[src/rtl/mod_counter_adj_if.sv]
// Control/status bundle for one digit stage of a clock chain: count/adjust
// controls in, value and cascade pulses out.
interface mod_counter_adj_if #(
  parameter int WIDTH = 6
);
  logic             i_en;
  logic             i_dir;
  logic [WIDTH-1:0] i_limit;
  logic             i_clr;
  logic             i_load;
  logic [WIDTH-1:0] i_load_val;
  logic             i_adj;
  logic             i_tick;
  logic             o_en;
  logic             o_borrow;
  logic [WIDTH-1:0] o_counter;
  logic             o_adj_active;

  modport master (
    output i_en, i_dir, i_limit, i_clr, i_load, i_load_val, i_adj, i_tick,
    input  o_en, o_borrow, o_counter, o_adj_active
  );

  modport slave (
    input  i_en, i_dir, i_limit, i_clr, i_load, i_load_val, i_adj, i_tick,
    output o_en, o_borrow, o_counter, o_adj_active
  );
endinterface

[src/rtl/mod_counter_adj.sv]
// Up/down modulo counter with runtime limit, carry/borrow cascade pulses and a
// press/hold/auto-repeat adjust FSM for setting clock digits.
module mod_counter_adj #(
  parameter int WIDTH        = 6,
  parameter int HOLD_TICKS   = 4,
  parameter int REPEAT_TICKS = 1,
  parameter int ADJ_CARRY    = 0
) (
  input logic              i_clk,
  input logic              i_rst,
  mod_counter_adj_if.slave bus
);
  localparam int MAXT = (HOLD_TICKS > REPEAT_TICKS) ? HOLD_TICKS : REPEAT_TICKS;
  localparam int TW   = $clog2(MAXT + 1);
  localparam logic [TW-1:0] HOLD_LAST   = TW'(HOLD_TICKS - 1);
  localparam logic [TW-1:0] REPEAT_LAST = TW'(REPEAT_TICKS - 1);
  localparam logic [TW-1:0] TICK_MAX    = {TW{1'b1}};
  localparam bit ADJ_PULSE = (ADJ_CARRY != 0);

  typedef enum logic [1:0] {S_IDLE, S_HOLD, S_REPEAT} state_t;

  state_t           state;
  logic [TW-1:0]    tick_cnt;
  logic [TW-1:0]    tick_inc;
  logic             armed;
  logic             adj_active_q;
  logic [WIDTH-1:0] cnt_q;
  logic             en_q;
  logic             borrow_q;

  logic [WIDTH:0]   modulus;
  logic [WIDTH:0]   modulus_m1;
  logic [WIDTH-1:0] top;
  logic             load_ok;
  logic             adj_step;
  logic             en_step;
  logic             wrap_up;
  logic             wrap_dn;
  logic [WIDTH-1:0] step_val;

  // A zero limit selects the full 2^WIDTH range, so the modulus needs one extra bit.
  assign modulus    = (bus.i_limit == '0) ? {1'b1, {WIDTH{1'b0}}} : {1'b0, bus.i_limit};
  assign modulus_m1 = modulus - {{WIDTH{1'b0}}, 1'b1};
  assign top        = modulus_m1[WIDTH-1:0];
  assign load_ok    = ({1'b0, bus.i_load_val} < modulus);
  assign tick_inc   = (tick_cnt == TICK_MAX) ? tick_cnt : tick_cnt + TW'(1);

  always_comb begin
    adj_step = 1'b0;
    unique case (state)
      S_IDLE:   adj_step = bus.i_adj & armed;
      S_HOLD:   adj_step = bus.i_adj & bus.i_tick & (tick_cnt == HOLD_LAST);
      S_REPEAT: adj_step = bus.i_adj & bus.i_tick & (tick_cnt == REPEAT_LAST);
      default:  adj_step = 1'b0;
    endcase
  end

  // The count freezes while the user is setting the digit.
  assign en_step = bus.i_en & ~adj_active_q;

  always_comb begin
    wrap_up  = (cnt_q >= top);
    wrap_dn  = (cnt_q == '0);
    step_val = '0;
    if (!bus.i_dir) begin
      step_val = wrap_up ? '0 : cnt_q + WIDTH'(1);
    end else if (wrap_dn || cnt_q > top) begin
      step_val = top;
    end else begin
      step_val = cnt_q - WIDTH'(1);
    end
  end

  // Adjust FSM; a new press needs the button to have been seen low first.
  always_ff @(posedge i_clk or posedge i_rst) begin
    if (i_rst) begin
      state        <= S_IDLE;
      tick_cnt     <= '0;
      armed        <= 1'b0;
      adj_active_q <= 1'b0;
    end else begin
      armed <= ~bus.i_adj | (armed & (state != S_IDLE));
      unique case (state)
        S_IDLE: begin
          if (bus.i_adj && armed) begin
            state        <= S_HOLD;
            tick_cnt     <= '0;
            adj_active_q <= 1'b1;
          end
        end
        S_HOLD: begin
          if (!bus.i_adj) begin
            state        <= S_IDLE;
            adj_active_q <= 1'b0;
          end else if (bus.i_tick) begin
            if (tick_cnt == HOLD_LAST) begin
              state    <= S_REPEAT;
              tick_cnt <= '0;
            end else begin
              tick_cnt <= tick_inc;
            end
          end
        end
        S_REPEAT: begin
          if (!bus.i_adj) begin
            state        <= S_IDLE;
            adj_active_q <= 1'b0;
          end else if (bus.i_tick) begin
            tick_cnt <= (tick_cnt == REPEAT_LAST) ? '0 : tick_inc;
          end
        end
        default: begin
          state        <= S_IDLE;
          adj_active_q <= 1'b0;
        end
      endcase
    end
  end

  // Counter datapath: clear > load > adjust step > count enable.
  always_ff @(posedge i_clk or posedge i_rst) begin
    if (i_rst) begin
      cnt_q    <= '0;
      en_q     <= 1'b0;
      borrow_q <= 1'b0;
    end else begin
      en_q     <= 1'b0;
      borrow_q <= 1'b0;
      if (bus.i_clr) begin
        cnt_q <= '0;
      end else if (bus.i_load) begin
        cnt_q <= load_ok ? bus.i_load_val : '0;
      end else if (adj_step) begin
        cnt_q    <= step_val;
        en_q     <= ADJ_PULSE & ~bus.i_dir & wrap_up;
        borrow_q <= ADJ_PULSE & bus.i_dir & wrap_dn;
      end else if (en_step) begin
        cnt_q    <= step_val;
        en_q     <= ~bus.i_dir & wrap_up;
        borrow_q <= bus.i_dir & wrap_dn;
      end
    end
  end

  assign bus.o_counter    = cnt_q;
  assign bus.o_en         = en_q;
  assign bus.o_borrow     = borrow_q;
  assign bus.o_adj_active = adj_active_q;
endmodule

[src/flat_wrapper.sv]
// flat-port wrapper written by rule: the top's interface ports become plain ports
module mod_counter_adj_flat 
#(
  parameter int WIDTH        = 6,
  parameter int HOLD_TICKS   = 4,
  parameter int REPEAT_TICKS = 1,
  parameter int ADJ_CARRY    = 0
)
  (i_clk, i_rst, bus_i_en, bus_i_dir, bus_i_limit, bus_i_clr, bus_i_load, bus_i_load_val, bus_i_adj, bus_i_tick, bus_o_en, bus_o_borrow, bus_o_counter, bus_o_adj_active);
  mod_counter_adj_if #(.WIDTH(WIDTH)) bus_i ();
  input logic i_clk;
  input logic i_rst;
  input wire logic [$bits(bus_i.i_en)-1:0] bus_i_en;
  input wire logic [$bits(bus_i.i_dir)-1:0] bus_i_dir;
  input wire logic [$bits(bus_i.i_limit)-1:0] bus_i_limit;
  input wire logic [$bits(bus_i.i_clr)-1:0] bus_i_clr;
  input wire logic [$bits(bus_i.i_load)-1:0] bus_i_load;
  input wire logic [$bits(bus_i.i_load_val)-1:0] bus_i_load_val;
  input wire logic [$bits(bus_i.i_adj)-1:0] bus_i_adj;
  input wire logic [$bits(bus_i.i_tick)-1:0] bus_i_tick;
  output wire logic [$bits(bus_i.o_en)-1:0] bus_o_en;
  output wire logic [$bits(bus_i.o_borrow)-1:0] bus_o_borrow;
  output wire logic [$bits(bus_i.o_counter)-1:0] bus_o_counter;
  output wire logic [$bits(bus_i.o_adj_active)-1:0] bus_o_adj_active;
  assign bus_i.i_en = bus_i_en;
  assign bus_i.i_dir = bus_i_dir;
  assign bus_i.i_limit = bus_i_limit;
  assign bus_i.i_clr = bus_i_clr;
  assign bus_i.i_load = bus_i_load;
  assign bus_i.i_load_val = bus_i_load_val;
  assign bus_i.i_adj = bus_i_adj;
  assign bus_i.i_tick = bus_i_tick;
  assign bus_o_en = bus_i.o_en;
  assign bus_o_borrow = bus_i.o_borrow;
  assign bus_o_counter = bus_i.o_counter;
  assign bus_o_adj_active = bus_i.o_adj_active;
  mod_counter_adj #(.WIDTH(WIDTH), .HOLD_TICKS(HOLD_TICKS), .REPEAT_TICKS(REPEAT_TICKS), .ADJ_CARRY(ADJ_CARRY)) u_core (.i_clk(i_clk), .i_rst(i_rst), .bus(bus_i));
endmodule
[config.mk]
export PLATFORM = sky130hd
export DESIGN_NAME = mod_counter_adj_flat
export DESIGN_NICKNAME = d
export VERILOG_FILES = /design/src/rtl/mod_counter_adj_if.sv /design/src/rtl/mod_counter_adj.sv /design/src/flat_wrapper.sv
export SDC_FILE = /design/constraint.sdc
export NUM_CORES = 1
export LEC_CHECK = 0
export CORE_AREA = 2 2 70 72
export DETAILED_ROUTE_END_ITERATION = 10
export DIE_AREA = 0 0 72 74
export GPL_ROUTABILITY_DRIVEN = 0
export HOLD_SLACK_MARGIN = 0.03
export SETUP_SLACK_MARGIN = 0.1
export SLEW_MARGIN = 10
export SYNTH_ARGS = -nofsm -noshare
export SYNTH_HDL_FRONTEND = slang
export SYNTH_SLANG_ARGS = --single-unit
[constraint.sdc]
create_clock -name i_clk -period 3.8 [get_ports i_clk]
set_input_delay 0.57 -clock i_clk [delete_from_list [all_inputs] [get_ports i_clk]]
set_output_delay 0.57 -clock i_clk [all_outputs]
set_load 0.05 [all_outputs]
==> results.cfg, run 1 <==
[critical_path]
cp_max_fo = 5
worstSetupPathType = input pin to flip-flop
cp-start-kind = input pin
end_kind = flip-flop
arrival_ps = 3490
worst_ep_required_time_ps = 3960
r2r_end = u_core.bus.o_counter[2]$_DFFE_PP0P_
reg2reg_slack_ps = 1270
reg2regPathDepth = 8
startpoint = bus_i_limit[0]
r2r-start = u_core.state[0]$_DFFE_PP0P_

[timing]
fmax_mhz = 299.8
period_needed_ps = 3335
rsz0062_at_grt = no
slew_violations = 0
slew_headroom_pct = 53.97
worst_pin_slew_ps = 683.3
hold_viol_final = 0
fin_skew_ps = 4.606
post-route-period-util_pct = 87.77
setup_viol = 0
tns_ps = 0

[synth]
synth-edff-count = 0
synth_top_family_by_area = compound AO/OA/AOI/OAI gates
synth-async-reset-ratio_pct = 100.0
synth-xor-area-share_pct = 3.942
synth_fa_ha_area_share_pct = 16.89
synthDistinctLibCells = 48
synth-main-ff-cell = dfrtp_1
ys_ff_latch = 15
seq_area_frac_synth_pct = 24.14
synthMuxAreaShare_pct = 2.655
syn_nets = 228
syn_inst = 187
synth_area_um2 = 1555
synth_compound_area_share_pct = 27.27
synthSimpleGateAreaFrac_pct = 19.31
ys_warn_count = 0
avgSynthCellArea_um2 = 8.317

[power_and_ir_drop]
vdd.ir_drop.worst_v = 0.0002552
intPower_uw = 557.0
power.leakage_nw = 0.9101
swShare_pct = 47.37
power_frac_seq_pct = 25.2
p_switching_uw = 501.3
p_total_mw = 1.058
pwr-share-clk_pct = 13.1
power_per_cell_area_nw_per_um2 = 543.9
p_comb_share_pct = 61.7

[clock_network]
root_buffer = clkbuf_8
post-cts-setup-buffers = 0
cts_made_buffers = 3
clockBufferDepth = 2
cts_tree = yes
cts_sinks = 15
ctsHoldBuffers = 0
cts-resized-gates = 0
htreeDepth = 1
clk_latency_ps = 260
cts.clk_slew.worst_paths_ps = 70

[global_routing]
grt_pass1_wl_mm = 6.561
overflow = 0
antenna_found_initial = 0
grt_pass1_vias = 1394
grt_max_degree = 16
grt_usage_pct = 15.61

[floorplanning]
start_util_pct = 33.82
coreArea_um2 = 4598
die_area_um2 = 5328
die_height_um = 74
fp.dieW_um = 72
rows = 25
ioPinCount = 29

[drt]
viasPerCell = 5.458
vias = 1490
drt_wl_total_mm = 3.890
drtIter0Drc = 74
drc = 0
wire_per_inst_um = 14.25
drt-pass1-iter-count = 4
ant_nets = 0

[place]
placed_cells = 269
hpwl_mm = 3.090
port_buffers = 28

[hold_path]
min_from = u_core.bus.o_adj_active$_DFFE_PP0P_
whs_path_depth = 2
hp-class = flip-flop to flip-flop
hold_end = u_core.bus.o_adj_active$_DFFE_PP0P_

[layout]
drive_gt1_share_pct = 4.110
num_antenna_cells = 0
final_cell_mix = 28 x clkdlybuf4s50_1, 21 x inv_1, 21 x ha_1
syn2layout_area_growth_pct = 25.10
final_common_cell = clkdlybuf4s50_1
layout.nets = 261
fillers = 465
final_cells = 273

[flow_run]
max-cap-violations = 0

[outcome]
run_status = finished, final reports clean
==> registers in the layout (all words and copies together), names as in the netlist <==
register                 flops
u_core.state                 2
u_core.tick_cnt              3
u_core.bus.o_borrow          1
u_core.armed                 1
u_core.bus.o_counter         6
u_core.bus.o_en              1
u_core.bus.o_adj_active      1
==> power by group through the flow <==
| stage | sequential, mW | clock, mW | combinational, mW |
|---|---|---|---|
| 2_1_floorplan | 0.322 | 0 | 0.430 |
| 3_3_place_gp | 0.268 | 0 | 0.653 |
| 3_5_place_dp | 0.270 | 0 | 0.656 |
| 4_1_cts | 0.267 | 0.143 | 0.658 |
| 5_1_grt | 0.276 | 0.151 | 0.731 |
| 6_report | 0.267 | 0.139 | 0.653 |
==> synth_stat cells (all sizes together), types with 3 or more instances <==
master | number | area [um^2]
mux2i | 3 | 30.03
ha | 21 | 262.8
a221o | 3 | 30.03
nand2 | 15 | 56.30
o211a | 3 | 30.03
nor3 | 4 | 20.02
nor2 | 15 | 56.30
nand2b | 6 | 37.54
a21oi | 11 | 55.05
and3 | 3 | 20.02
o21ai | 14 | 70.07
xnor2 | 6 | 52.55
dfrtp | 15 | 375.4
nand3 | 4 | 20.02
o21a | 4 | 30.03
inv | 21 | 78.83
==> worst max-delay path: stages <==
cell and delay (ps):
clkdlybuf4s50_1 560, inv_1 90, ha_1 260, o21a_1 200, a21oi_1 190, ha_1 290
a21oi_1 160, o21a_1 230, o21ai_0 180, o41ai_1 350, a221oi_1 100, a221oi_1 310
==> worst max path at each step <==
stage	endpoint	depth (start not counted)	slack (ps)
final	u_core.bus.o_counter[5]$_DFFE_PP0P_	12	460
after global routing	u_core.bus.o_counter[5]$_DFFE_PP0P_	12	270
after CTS	u_core.bus.o_counter[5]$_DFFE_PP0P_	12	510
after detailed placement	u_core.bus.o_counter[5]$_DFFE_PP0P_	12	240
after global placement	u_core.bus.o_counter[5]$_DFFE_PP0P_	12	350
after floorplan	u_core.bus.o_counter[4]$_DFFE_PP0P_	11	1040
==> kinds of logic (layout without fill, tap and decap cells) <==
kind of cell / after synthesis / count (layout)
mux: 4 / 4
simple gates: 59 / 59
compound gates: 59 / 59
xor+xnor: 7 / 7
buf+inv: 22 / 54
flops: 15 / 15
fa+ha+maj: 21 / 21
==> layer usage <==
layer / routed length (um) / GRT usage (%) / vias up / part of all wire [%]
met5: 0 / 0 / - / 0
met3: 161 / 1.897 / 7 / 4.1
met4: 68 / 5.660 / 0 / 1.7
met1: 1852 / 21.15 / 706 / 48
met2: 1808 / 25.82 / 29 / 46
li1: - / - / 748 / -
==> stage by stage <==
| step | utilization, % | cell area (um^2) | hold WS [ps] | setup WS (ps) |
|---|---|---|---|---|
| 6_report | 42.31 | 1946 | 559.3 | 464.8 |
| 5_1_grt | 42.31 | 1946 | 598.1 | 268.4 |
| 4_1_cts | 42.31 | 1946 | 563.6 | 506.8 |
| 3_5_place_dp | 41.31 | 1899 | 541.5 | 244.1 |
| 3_3_place_gp | 41.31 | 1899 | 545.3 | 349.2 |
| 2_1_floorplan | - | 1555 | 471.5 | 1042 |
==> area by class of cell <==
cell class	instances	area [um^2]	share of cell area [%]
clock buffer	3	41.29	2.122
timing repair buffer	29	287.8	14.79
tap	54	67.56	3.473
multi-input combinational	150	1090	56.01
sequential	15	375.4	19.29
inverter	21	78.83	4.051
clock inverter	1	5.005	0.2572
Note: power is estimated with default switching activity, not from simulation.
==> run 2: changes to the inputs <==
- SETUP_SLACK_MARGIN: 0.1 -> 0.3
==> results.cfg, run 2 (synthesis results as in run 1) <==
[global_routing]
grt_max_degree = 16
grt_usage_pct = 15.61
antenna_found_initial = 0
overflow = 0
grt_pass1_wl_mm = 6.561
grt_pass1_vias = 1394

[clock_network]
clockBufferDepth = 2
post-cts-setup-buffers = 0
cts-resized-gates = 0
cts_sinks = 15
root_buffer = clkbuf_8
clk_latency_ps = 260
cts.clk_slew.worst_paths_ps = 70
cts_made_buffers = 3
htreeDepth = 1
ctsHoldBuffers = 0
cts_tree = yes

[power_and_ir_drop]
intPower_uw = 557.0
vdd.ir_drop.worst_v = 0.0002552
power.leakage_nw = 0.9100
power_frac_seq_pct = 25.2
power_per_cell_area_nw_per_um2 = 543.9
p_switching_uw = 501.4
swShare_pct = 47.37
p_comb_share_pct = 61.7
pwr-share-clk_pct = 13.1

[hold_path]
hp-class = flip-flop to flip-flop
whs_path_depth = 2
min_from = u_core.bus.o_adj_active$_DFFE_PP0P_
hold_end = u_core.bus.o_adj_active$_DFFE_PP0P_

[layout]
largest_reg_flops = 6
layout.nets = 261
fillers = 465
final_cells = 273
syn2layout_area_growth_pct = 25.10
drive_gt1_share_pct = 4.110
final_cell_mix = 28 x clkdlybuf4s50_1, 21 x inv_1, 21 x ha_1
num_antenna_cells = 0
final_common_cell = clkdlybuf4s50_1
stdcell_area_um2 = 1946

[outcome]
run_status = finished, final reports clean

[floorplanning]
ioPinCount = 29
die_height_um = 74
rows = 25
die_area_um2 = 5328
coreArea_um2 = 4598
fp.dieW_um = 72
start_util_pct = 33.82

[drt]
route.met3.wl_um = 161
wl_met1_mm = 1.853
top_layer = met4
ant_nets = 0
viasPerCell = 5.458
vias = 1490
wire_per_inst_um = 14.25
drt_wl_total_mm = 3.891
drtIter0Drc = 70
drc = 0
wl_met2_mm = 1.808
drt-pass1-iter-count = 4

[timing]
hold_viol_final = 0
slew_violations = 0
post-route-period-util_pct = 86.07
rsz0062_at_grt = no
setup_viol = 0
fin_skew_ps = 4.606
tns_ps = 0
worst_pin_slew_ps = 683.3
fmax_mhz = 305.8
period_needed_ps = 3271
slew_headroom_pct = 53.97

[critical_path]
end_kind = flip-flop
r2r-start = u_core.state[0]$_DFFE_PP0P_
cp_max_fo = 5
worst_ep_required_time_ps = 3960
reg2reg_slack_ps = 1270
reg2regPathDepth = 8
arrival_ps = 3430
r2r_end = u_core.bus.o_counter[2]$_DFFE_PP0P_
cp-start-kind = input pin
worstSetupPathType = input pin to flip-flop

[place]
placed_cells = 269
hpwl_mm = 3.090
port_buffers = 28
placed_cell_area_um2 = 1899

[flow_run]
max-cap-violations = 0
run 2: critical path, stage by stage:
cell and delay [ps]:
clkdlybuf4s50_1 560, inv_1 90, ha_1 260, o21a_1 200, a21oi_1 190, ha_1 290
a21oi_1 160, o21a_1 230, o21ai_0 180, o41ai_1 290, a221oi_1 100, a221oi_1 310
run 2: routing by layer:
metal / GRT usage (%) / vias up
li1: - / 748
met1: 21.15 / 706
met2: 25.82 / 29
met3: 1.897 / 7
met4: 5.660 / 0
met5: 0 / -
run 2: worst max-delay path by stage:
stage	start	endpoint	slack, ps
after CTS	bus_i_limit[0]	u_core.bus.o_counter[5]$_DFFE_PP0P_	510
after floorplan	bus_i_limit[0]	u_core.bus.o_counter[4]$_DFFE_PP0P_	1040
after detailed placement	bus_i_limit[0]	u_core.bus.o_counter[5]$_DFFE_PP0P_	240
final	bus_i_limit[0]	u_core.bus.o_counter[5]$_DFFE_PP0P_	530
after global routing	bus_i_limit[0]	u_core.bus.o_counter[5]$_DFFE_PP0P_	330
after global placement	bus_i_limit[0]	u_core.bus.o_counter[5]$_DFFE_PP0P_	350
run 2: power groups by stage:
stage / Combinational (mW) / Clock [mW] / Sequential [mW]
floorplan: 0.430 / 0 / 0.322
global placement: 0.653 / 0 / 0.268
detailed placement: 0.656 / 0 / 0.270
CTS: 0.658 / 0.143 / 0.267
global route: 0.731 / 0.151 / 0.276
finish: 0.653 / 0.139 / 0.267
run 2: final cells by class:
cell class | count | area, um^2 | area share (%)
Clock inverter | 1 | 5.005 | 0.2572
Sequential cell | 15 | 375.4 | 19.29
Inverter | 21 | 78.83 | 4.051
Timing Repair Buffer | 29 | 287.8 | 14.79
Clock buffer | 3 | 41.29 | 2.122
Multi-Input combinational cell | 150 | 1090 | 56.01
Tap cell | 54 | 67.56 | 3.473
run 2: through the flow:
step                total power, mW  hold WS, ps  util [%]  setup WS (ps)
detailed placement           0.9262        541.5     41.31          244.1
floorplan                    0.7520        471.5         -           1042
finish                        1.058        559.3     42.31          529.4
CTS                           1.069        563.6     42.31          506.8
global route                  1.157        598.1     42.31          333.3
global placement             0.9218        545.3     41.31          349.2
